$ cat src/rtl/mdr_mem_unit_pkg.sv
// Shared CPU datapath package: default bus/address widths and the MDR sequencer state encoding.
package mdr_mem_unit_pkg;

  localparam int unsigned DEF_DATA_W         = 32;
  localparam int unsigned DEF_ADDR_W         = 9;
  localparam int unsigned DEF_TIMEOUT_CYCLES = 16;

  typedef enum logic [1:0] {
    IDLE    = 2'd0,
    RD_WAIT = 2'd1,
    WR_WAIT = 2'd2
  } mdr_state_e;

  // True while a memory handshake is outstanding.
  function automatic logic is_waiting(input mdr_state_e s);
    return (s == RD_WAIT) || (s == WR_WAIT);
  endfunction

endpackage

$ cat src/rtl/mdr_timeout_ctr.sv
// Wait-cycle counter for the MDR handshake; tc_c flags the last permitted waiting cycle.
module mdr_timeout_ctr #(
  parameter int unsigned TIMEOUT_CYCLES = 16
) (
  input  logic clock,
  input  logic clear_n,
  input  logic clr,
  input  logic en,
  output logic tc_c
);

  localparam int unsigned CNT_W = (TIMEOUT_CYCLES > 1) ? $clog2(TIMEOUT_CYCLES) : 1;

  logic [CNT_W-1:0] cnt_q;

  // Holds at terminal count so a late enable cannot wrap the counter.
  always_ff @(posedge clock or negedge clear_n) begin
    if (!clear_n) begin
      cnt_q <= '0;
    end else if (clr) begin
      cnt_q <= '0;
    end else if (en && !tc_c) begin
      cnt_q <= cnt_q + CNT_W'(1);
    end
  end

  assign tc_c = (cnt_q == CNT_W'(TIMEOUT_CYCLES - 1));

endmodule

$ cat src/rtl/mdr_mem_unit.sv
// Memory Data Register with req/ack memory sequencer feeding the bus mux MDR input.
// Optional wait timeout enabled by defining MDR_TIMEOUT_EN.
module mdr_mem_unit
  import mdr_mem_unit_pkg::*;
#(
  parameter int unsigned DATA_W         = DEF_DATA_W,
  parameter int unsigned ADDR_W         = DEF_ADDR_W,
  parameter int unsigned TIMEOUT_CYCLES = DEF_TIMEOUT_CYCLES
) (
  input  logic              clock,
  input  logic              clear_n,
  input  logic [DATA_W-1:0] bus_in,
  input  logic              mdr_in,
  input  logic              mem_read,
  input  logic              mem_write,
  input  logic [ADDR_W-1:0] mar_addr,
  input  logic [DATA_W-1:0] mem_rdata,
  input  logic              mem_ack,
  output logic              mem_req,
  output logic              mem_we,
  output logic [ADDR_W-1:0] mem_addr,
  output logic [DATA_W-1:0] mem_wdata,
  output logic [DATA_W-1:0] mdr_q,
  output logic              busy,
  output logic              done,
  output logic              err
);

  mdr_state_e        state_q, state_d;
  logic [DATA_W-1:0] mdr_d;
  logic [ADDR_W-1:0] addr_d;
  logic              req_d, we_d, done_d, err_d;
  logic              timeout_c;

  if (TIMEOUT_CYCLES < 2) begin : g_bad_timeout
    $error("mdr_mem_unit: TIMEOUT_CYCLES must be at least 2");
  end

`ifdef MDR_TIMEOUT_EN
  logic ctr_clr_c;

  // Restart the wait count whenever a new handshake is launched.
  assign ctr_clr_c = (state_q == IDLE) && (mem_read || mem_write);

  mdr_timeout_ctr #(
    .TIMEOUT_CYCLES (TIMEOUT_CYCLES)
  ) u_timeout_ctr (
    .clock   (clock),
    .clear_n (clear_n),
    .clr     (ctr_clr_c),
    .en      (busy),
    .tc_c    (timeout_c)
  );
`else
  assign timeout_c = 1'b0;
`endif

  // Next-state and next-output logic; ack always beats a coincident timeout.
  always_comb begin
    state_d = state_q;
    mdr_d   = mdr_q;
    addr_d  = mem_addr;
    req_d   = mem_req;
    we_d    = mem_we;
    done_d  = 1'b0;
    err_d   = 1'b0;
    case (state_q)
      IDLE: begin
        if (mem_read) begin
          addr_d  = mar_addr;
          we_d    = 1'b0;
          req_d   = 1'b1;
          state_d = RD_WAIT;
        end else if (mem_write) begin
          addr_d  = mar_addr;
          we_d    = 1'b1;
          req_d   = 1'b1;
          state_d = WR_WAIT;
        end else if (mdr_in) begin
          mdr_d = bus_in;
        end
      end
      RD_WAIT: begin
        if (mem_ack) begin
          mdr_d   = mem_rdata;
          req_d   = 1'b0;
          done_d  = 1'b1;
          state_d = IDLE;
        end else if (timeout_c) begin
          req_d   = 1'b0;
          we_d    = 1'b0;
          err_d   = 1'b1;
          done_d  = 1'b1;
          state_d = IDLE;
        end
      end
      WR_WAIT: begin
        if (mem_ack || timeout_c) begin
          req_d   = 1'b0;
          we_d    = 1'b0;
          err_d   = !mem_ack;
          done_d  = 1'b1;
          state_d = IDLE;
        end
      end
      default: begin
        req_d   = 1'b0;
        we_d    = 1'b0;
        state_d = IDLE;
      end
    endcase
  end

  always_ff @(posedge clock or negedge clear_n) begin
    if (!clear_n) begin
      state_q  <= IDLE;
      mdr_q    <= '0;
      mem_addr <= '0;
      mem_req  <= 1'b0;
      mem_we   <= 1'b0;
      done     <= 1'b0;
      err      <= 1'b0;
    end else begin
      state_q  <= state_d;
      mdr_q    <= mdr_d;
      mem_addr <= addr_d;
      mem_req  <= req_d;
      mem_we   <= we_d;
      done     <= done_d;
      err      <= err_d;
    end
  end

  assign busy      = is_waiting(state_q);
  assign mem_wdata = mdr_q;

endmodule

$ cat config.mk
export PLATFORM = sky130hd
export DESIGN_NAME = mdr_mem_unit
export DESIGN_NICKNAME = d
export VERILOG_FILES = /design/src/rtl/mdr_mem_unit_pkg.sv /design/src/rtl/mdr_timeout_ctr.sv /design/src/rtl/mdr_mem_unit.sv
export SDC_FILE = /design/constraint.sdc
export NUM_CORES = 1
export LEC_CHECK = 0
export ABC_CLOCK_PERIOD_IN_PS = 2630
export CAP_MARGIN = 20
export CORE_MARGIN = 4
export CORE_UTILIZATION = 37
export CTS_CLUSTER_SIZE = 16
export DETAILED_ROUTE_END_ITERATION = 10
export PLACE_DENSITY = 0.91
export SLEW_MARGIN = 15
export SYNTH_ARGS = -nofsm -noshare
export SYNTH_HDL_FRONTEND = slang
export SYNTH_SLANG_ARGS = --single-unit
$ cat constraint.sdc
create_clock -name clock -period 2.63 [get_ports clock]
set_input_delay 0.3945 -clock clock [delete_from_list [all_inputs] [get_ports clock]]
set_output_delay 0.3945 -clock clock [all_outputs]
set_load 0.005 [all_outputs]
==> summary.md, run 1 <==
| Metric | Value |
|---|---|
| Total CTS buffers | `5` |
| GRT Total Usage | `0.147` |
| Drt initial violations | `32` |
| Global-route wire length before repair | `9.22 mm` |
| Total Neg Setup Slack | `0 ns` |
| Sequential share of the synthesized area | `0.467` |
| Status | `finished, final reports clean` |
| Port Buf Inserts | `~160` |
| PostCTS Resize Cnt | `0` |
| Hold Vio Cnt, Final | `0` |
| RSZ-0062 raised after global routing | `no` |
| Synth cell types | `21` |
| Clock Skew | `about 0.0092 ns` |
| Net Sw Frac | `0.300` |
| Inserted Diodes | `0` |
| Synth top area share | `0.467` |
| Avg Vias per Cell | `around 4.7` |
| # setup viols final | `0` |
| I/O Pins | `157` |
| Most frequent cells in the layout | `clkdlybuf4s50_1 (154), mux2_2 (71), dfrtp_1 (46)` |
| Post-Layout Cell Count | `between 300 and 400` |
| Share of cells above drive strength 1 | `0.273` |
| Postcts setup bufs | `0` |
| Net Switching | `1.32 mW` |
| Commonest non-fill, non-tap cell in the layout | `clkdlybuf4s50_1` |
| Critical path required time | `roughly 2.2 ns` |
| Flop2flop setup slack | `roughly 0.66 ns` |
| Worst Path Max Fanout | `3` |
| Wire per inst | `about 16 um` |
| Post-Syn Nets | `~270` |
| Via count | `between 1500 and 2000` |
| Starting Density | `0.383` |
| Min Tclk post-route | `just over 2 ns` |
| Grt ovf | `0` |
| Cell Pwr Density | `1120 nW/um2` |
| Final core utilization | `0.613` |
| Number of global-route vias before repair | `about 2000` |
| Yosys reg bits | `46` |
| Power share of the sequential group | `0.306` |
| Crit end category | `output port` |
| CP arrival | `about 1.6 ns` |
| Initial antenna violation count | `0` |
| Post-Synth Adder-Cell Area | `0.0203` |
| Final Max Tran Viols | `0` |
| Die Y | `between 80 and 90 um` |
| Largest family of logic cells by synthesized area | `multiplexers` |
| Routed WL | `a little over 6 mm` |
| TritonCTS clock tree | `built` |
| Leak | `around 1.6 nW` |
| Post-synthesis mux area share | `0.338` |
| Reg2reg path depth | `6` |
| Leading post-synthesis cells by cell area | `dfrtp_1 (47%), mux2_2 (32%), buf_4 (10%), ha_1 (2.0%), buf_6 (1.4%)` |
| Cell Area, Synth | `2460 um2` |
| Design Area, Final | `a little under 4000 um2` |
| Clock buffer depth | `2` |
| Slew @ Worst Pin | `about 0.51 ns` |
| Post-route ant nets | `0` |
| Clock slew at reported path FFs | `0.08 ns` |
| Clock Sinks | `46` |
| Compound-Gate Fraction of Synth Area | `0.0300` |
| Reg-to-Reg Start | `state_q[0]` |
| Syn avg cell area | `about 13 um2` |
| DIE AREA | `approximately 8000 um2` |
| WS Path Type | `flip-flop to output port` |
| Remaining DRCs | `0` |
| Fillers | `roughly 520` |
| Final HPWL DP | `4.89 mm` |
| Dpl cells | `between 300 and 400` |
| Synth Area in XOR/XNOR | `0` |
| Synth Instances | `between 150 and 200` |
| Max-cap violations | `0` |
| Final period utilization | `0.765` |
| Worst-Skew Late Latency | `around 0.29 ns` |
| Pint | `approximately 3 mW` |
| Max frequency | `a little under 500 MHz` |
| DP Area | `3830 um2` |
| Hold Buf Count CTS | `0` |
| RD Place Congestion | `0.748` |
| Power Total | `approximately 4.4 mW` |
| Post-synth top area cell | `dfrtp_1` |
| Combinational power share | `0.605` |
| Startpoint Class | `flip-flop` |
| Die W | `between 80 and 90 um` |
| R2r endpoint | `mdr_q[24]` |
| Core area | `roughly 6400 um2` |
| First-pass detailed-route iteration total | `4` |
| Max_slew headroom | `0.661` |
| Final nets | `394` |
| Largest net degree at the start of global routing | `47` |
| H-tree levels | `2` |
| Peak VDD IR | `0.000560 V` |
| Rows | `29` |
| Hold Crit Class | `input pin to asynchronous set/reset pin` |
| Root buffer cell | `clkbuf_8` |
| Simple-gate portion of the synthesized area | `0.0142` |
| Clock share of power | `0.089` |
| Yosys warns | `0` |
| Area grow syn2layout | `60.0%` |
-- power by group through the flow --
stage / clock (mW) / combinational, mW / sequential [mW]
after detailed placement: 0 / 2.70 / 1.36
final: 0.393 / 2.66 / 1.34
after global routing: 0.443 / 2.89 / 1.40
after CTS: 0.412 / 2.71 / 1.35
after global placement: 0 / 2.61 / 1.34
after floorplan: 0 / 1.49 / 1.34
-- layout make-up --
type	count	area (um2)	share of cell area
well taps	77	96.3	0.0245
inverters	5	18.8	0.00476
multi-input cells	94	997	0.253
clock inverters	2	10.0	0.00254
flip-flops and latches	46	1150	0.292
repair buffers	159	1600	0.405
clock buffers	5	68.8	0.0175
-- cell families (layout without fill, tap and decap cells) --
family                   Yosys count  count (layout)
AO/OA/AOI/OAI                      9               9
other                              1               1
multiplexers                      74              74
buffers and inverters             45             171
AND/OR/NAND/NOR                    6               6
adder cells (fa/ha/maj)            4               4
flip-flops                        46              46
-- how the worst max path moves through the flow --
| stage | startpoint | endpoint | slack [ns] | cells past startpoint |
|---|---|---|---|---|
| after floorplan | state_q[1] | mdr_q[6] | 0.77 | 6 |
| after CTS | state_q[0] | busy | 0.59 | 3 |
| after detailed placement | mem_write | mdr_q[16] | 0.43 | 5 |
| after global routing | state_q[0] | mdr_q[24] | 0.50 | 6 |
| final | state_q[0] | busy | 0.62 | 3 |
| after global placement | mem_write | mdr_q[16] | 0.48 | 5 |
-- worst max-delay path, cell delays in order (launching register included) --
cell	delay, ns
dfrtp_1	0.39
inv_1	0.09
ha_1	0.34
clkdlybuf4s50_1	0.52
-- metal layers --
layer	global-route usage	part of all wire
met1	0.170	0.36
met2	0.267	0.52
met3	0.0401	0.10
met4	0.0392	0.0073
met5	0	0
-- state kept, by name, indices dropped and copies added, names as in the netlist --
signal    cells
done          1
mdr_q        32
mem_addr      9
mem_req       1
mem_we        1
state_q       2
-- cells in the mapped netlist, drive strengths merged --
library cell and number:
or2 1, a32o 1, nand2b 3, clkbuf 2, a221oi 1, a21oi 4, mux2i 1, a31oi 2
nand2 1, and2 1, mux2 73, inv 5, buf 38, dfrtp 46, o21ai 1, ha 4
conb 1
-- stage by stage --
| stage | setup WS (ns) | hold slack, ns |
|---|---|---|
| finish | 0.617 | 0.0657 |
| global route | 0.499 | 0.0881 |
| CTS | 0.594 | 0.295 |
| detailed placement | 0.433 | 0.493 |
| global placement | 0.483 | 0.488 |
| floorplan | 0.769 | 0.0989 |
No activity file was read; power rests on OpenSTA's default activity.
==> inputs of run 2 (changes only) <==
--- a/config.mk
+++ b/config.mk
@@ -5,13 +5,13 @@
 export SDC_FILE = /design/constraint.sdc
 export NUM_CORES = 1
 export LEC_CHECK = 0
-export ABC_CLOCK_PERIOD_IN_PS = 2630
+export ABC_CLOCK_PERIOD_IN_PS = 1700
 export CAP_MARGIN = 20
 export CORE_MARGIN = 4
-export CORE_UTILIZATION = 37
+export CORE_UTILIZATION = 33
 export CTS_CLUSTER_SIZE = 16
 export DETAILED_ROUTE_END_ITERATION = 10
-export PLACE_DENSITY = 0.91
+export PLACE_DENSITY = 0.87
 export SLEW_MARGIN = 15
 export SYNTH_ARGS = -nofsm -noshare
 export SYNTH_HDL_FRONTEND = slang
==> constraint.sdc (replaced) <==
create_clock -name clock -period 1.7 [get_ports clock]
set_input_delay 0.255 -clock clock [delete_from_list [all_inputs] [get_ports clock]]
set_output_delay 0.255 -clock clock [all_outputs]
set_load 0.005 [all_outputs]
==> run 2 against run 1 <==
Net effect: the run now ends with negative setup slack left; non-clock buffer count grew 18; sequential cell count unchanged; wire length up 7.8%; clock power grew to 2.5 times the previous value; critical path depth up 3; critical path type is now flip-flop to flip-flop.
==> summary.md, run 2 (synthesized netlist as in run 1, its figures left out) <==
| Metric | Value |
|---|---|
| CP max stage delay | `0.46 ns (-0.06 ns)` |
| Final nets | `412 (+4.6%)` |
| Final HPWL DP | `5.21 mm (+6.6%)` |
| Rows | `31 (+6.9%)` |
| Die Y | `94.4 um (+5.4%)` |
| Cell Pwr Density | `1840 nW/um2 (+65%)` |
| Net Switching | `2.26 mW (+71%)` |
| Drt initial violations | `17 (-47%)` |
| Clock slew at reported path FFs | `0.09 ns (about the same)` |
| Inserted Diodes | `0 (unchanged)` |
| Root buffer cell | `clkbuf_8` |
| Max-cap violations | `0 (unchanged)` |
| Beginning of the critical path | `state_q[0]` |
| Worst Path Buf+Inv | `2 (unchanged)` |
| Crit path to | `mdr_q[20]` |
| Net Sw Frac | `0.288 (-0.0126)` |
| Area grow syn2layout | `73.1%` |
| Power Total | `7.85 mW (+79%)` |
| Max_slew headroom | `0.646 (-0.0151)` |
| Share of cells above drive strength 1 | `0.333 (+0.0600)` |
| Post-route ant nets | `0 (unchanged)` |
| DIE AREA | `8910 um2 (+11%)` |
| Hold Crit Class | `input pin to asynchronous set/reset pin` |
| Worst path slowest cell | `dfrtp_2` |
| I/O Pins | `157 (unchanged)` |
| Worst Path Max Fanout | `4 (+1)` |
| Min Tclk post-route | `about 1.8 ns` |
| Delay-heaviest family, CP | `multiplexers` |
| Reg2reg path depth | `6 (unchanged)` |
| Number of global-route vias before repair | `2057 (+3.8%)` |
| Critical path required time | `1.88 ns (-0.36 ns)` |
| Leak | `1.72 nW (+8.7%)` |
| WS Path Type | `flip-flop to flip-flop` |
| Core area | `7250 um2 (+13%)` |
| Final core utilization | `0.588 (-0.0257)` |
| Clock share of power | `0.127 (+0.038)` |
| Final period utilization | `1.06` |
| Commonest non-fill, non-tap cell in the layout | `clkdlybuf4s50_1` |
| Clock Sinks | `46 (unchanged)` |
| Reg-to-Reg Start | `state_q[0]` |
| Violated checks | `negative setup slack` |
| Post-Layout Cell Count | `429 (+11%)` |
| Global-route wire length before repair | `9.96 mm (+8.1%)` |
| Clock buffer depth | `2 (unchanged)` |
| Die W | `94.4 um (+5.4%)` |
| Routed WL | `6.67 mm (+7.8%)` |
| Startpoint Class | `flip-flop` |
| Via count | `1886 (+2.9%)` |
| Flop2flop setup slack | `-0.11 ns (-0.77 ns)` |
| H-tree levels | `2 (unchanged)` |
| Crit path cell chain | `ha_4 -> mux2i_2 -> a221oi_4 -> buf_6 -> clkbuf_16 -> mux2_2` |
| Grt ovf | `0 (unchanged)` |
| RD Place Congestion | `0.658 (-12%)` |
| Slew @ Worst Pin | `0.531 ns (+0.0226 ns)` |
| Dpl cells | `413 (+8.7%)` |
| TritonCTS clock tree | `built` |
| Fin worst setup slack | `-0.107 ns (-0.724 ns)` |
| Wire per inst | `15.5 um (-2.5%)` |
| Pint | `5.59 mW (+82%)` |
| First-pass detailed-route iteration total | `3 (-1)` |
| R2r endpoint | `mdr_q[20]` |
| Max frequency | `roughly 550 MHz` |
| Status | `finished, violations left` |
| Largest net degree at the start of global routing | `25 (-47%)` |
| # setup viols final | `32 (+32)` |
| Hold Vio Cnt, Final | `0 (unchanged)` |
| Most frequent cells in the layout | `clkdlybuf4s50_1 (153), mux2_2 (71), dfrtp_1 (45)` |
| Max FFs per register | `32 (unchanged)` |
| Combinational power share | `0.609 (+0.004)` |
| Initial antenna violation count | `0 (unchanged)` |
| Avg Vias per Cell | `4.40 (-6.9%)` |
| Clock Skew | `0.00991 ns (+0.000688 ns)` |
| GRT Total Usage | `0.143 (-0.00415)` |
| Crit end category | `flip-flop` |
| Port Buf Inserts | `155 (unchanged)` |
| CP arrival | `1.98 ns (+0.36 ns)` |
| Fillers | `631 (+22%)` |
| Largest registers | `mdr_q (32), mem_addr (9), state_q (2)` |
| Final Max Tran Viols | `0 (unchanged)` |
| WP depth | `6 (+3)` |
| Starting Density | `0.339 (-0.0439)` |
| Peak VDD IR | `0.000901 V (+61%)` |
| Power share of the sequential group | `0.264 (-0.042)` |
| Total CTS buffers | `5 (unchanged)` |
| Biggest register | `mdr_q` |
| Worst-Skew Late Latency | `0.29 ns (about the same)` |
| Remaining DRCs | `0 (unchanged)` |
| RSZ-0062 raised after global routing | `yes` |
[run 2: cell type report]
class                      instances  area (um2)  area share
clock inverter                     2        60.1      0.0141
tap                               99         124      0.0291
sequential                        46        1150       0.270
multi-input combinational         94        1040       0.244
inverter                           5        21.3     0.00499
clock buffer                       6        82.6      0.0194
timing repair buffer             177        1780       0.418
[run 2: what timing repair did]
item | CTS | global route
setup buffers | 3 | 3
cloned | 2 | 1
hold endpoints to repair | 22 | 0
pin swaps | 0 | 0
hold buffers | 1 | 0
setup endpoints to repair | 33 | 32
gates resized for setup | 10 | 6
[run 2: worst min path at each step]
stage	startpoint	end	depth (start not counted)
floorplan	clear_n	done	0
global placement	clear_n	mem_addr[5]	1
detailed placement	clear_n	mem_addr[5]	1
CTS	clear_n	mem_addr[5]	2
global route	clear_n	mem_addr[5]	2
finish	clear_n	mem_addr[5]	2
[run 2: layer usage]
metal  up-vias  part of all wire  GRT usage
met3         2             0.095     0.0486
li1        890                 -          -
met4         0            0.0026     0.0289
met1       909              0.36      0.148
met5         -                 0          0
met2        85              0.54      0.278
[run 2: power groups by stage]
stage	sequential, mW	clock, mW	combinational, mW
2_1_floorplan	2.08	0	2.36
3_3_place_gp	2.06	0	4.25
3_5_place_dp	2.10	0	4.39
4_1_cts	2.08	1.03	4.72
5_1_grt	2.17	1.07	5.12
6_report	2.07	0.999	4.78
[run 2: per-stage QoR]
step	setup WS (ns)	hold slack (ns)	instance area, um2	setup TNS (ns)
global placement	-0.289	0.256	3960	-9.65
CTS	-0.131	0.480	4210	-3.48
global route	-0.179	0.528	4260	-4.82
detailed placement	-0.348	0.272	3960	-11.13
finish	-0.107	0.466	4260	-2.46
floorplan	-0.0799	-0.0406	2480	-2.36
[run 2: worst reg2reg max path, cell delays in order (launching register included)]
cell,delay (ns)
dfrtp_2,0.46
ha_4,0.19
mux2i_2,0.16
a221oi_4,0.24
buf_6,0.18
clkbuf_16,0.14
mux2_2,0.32
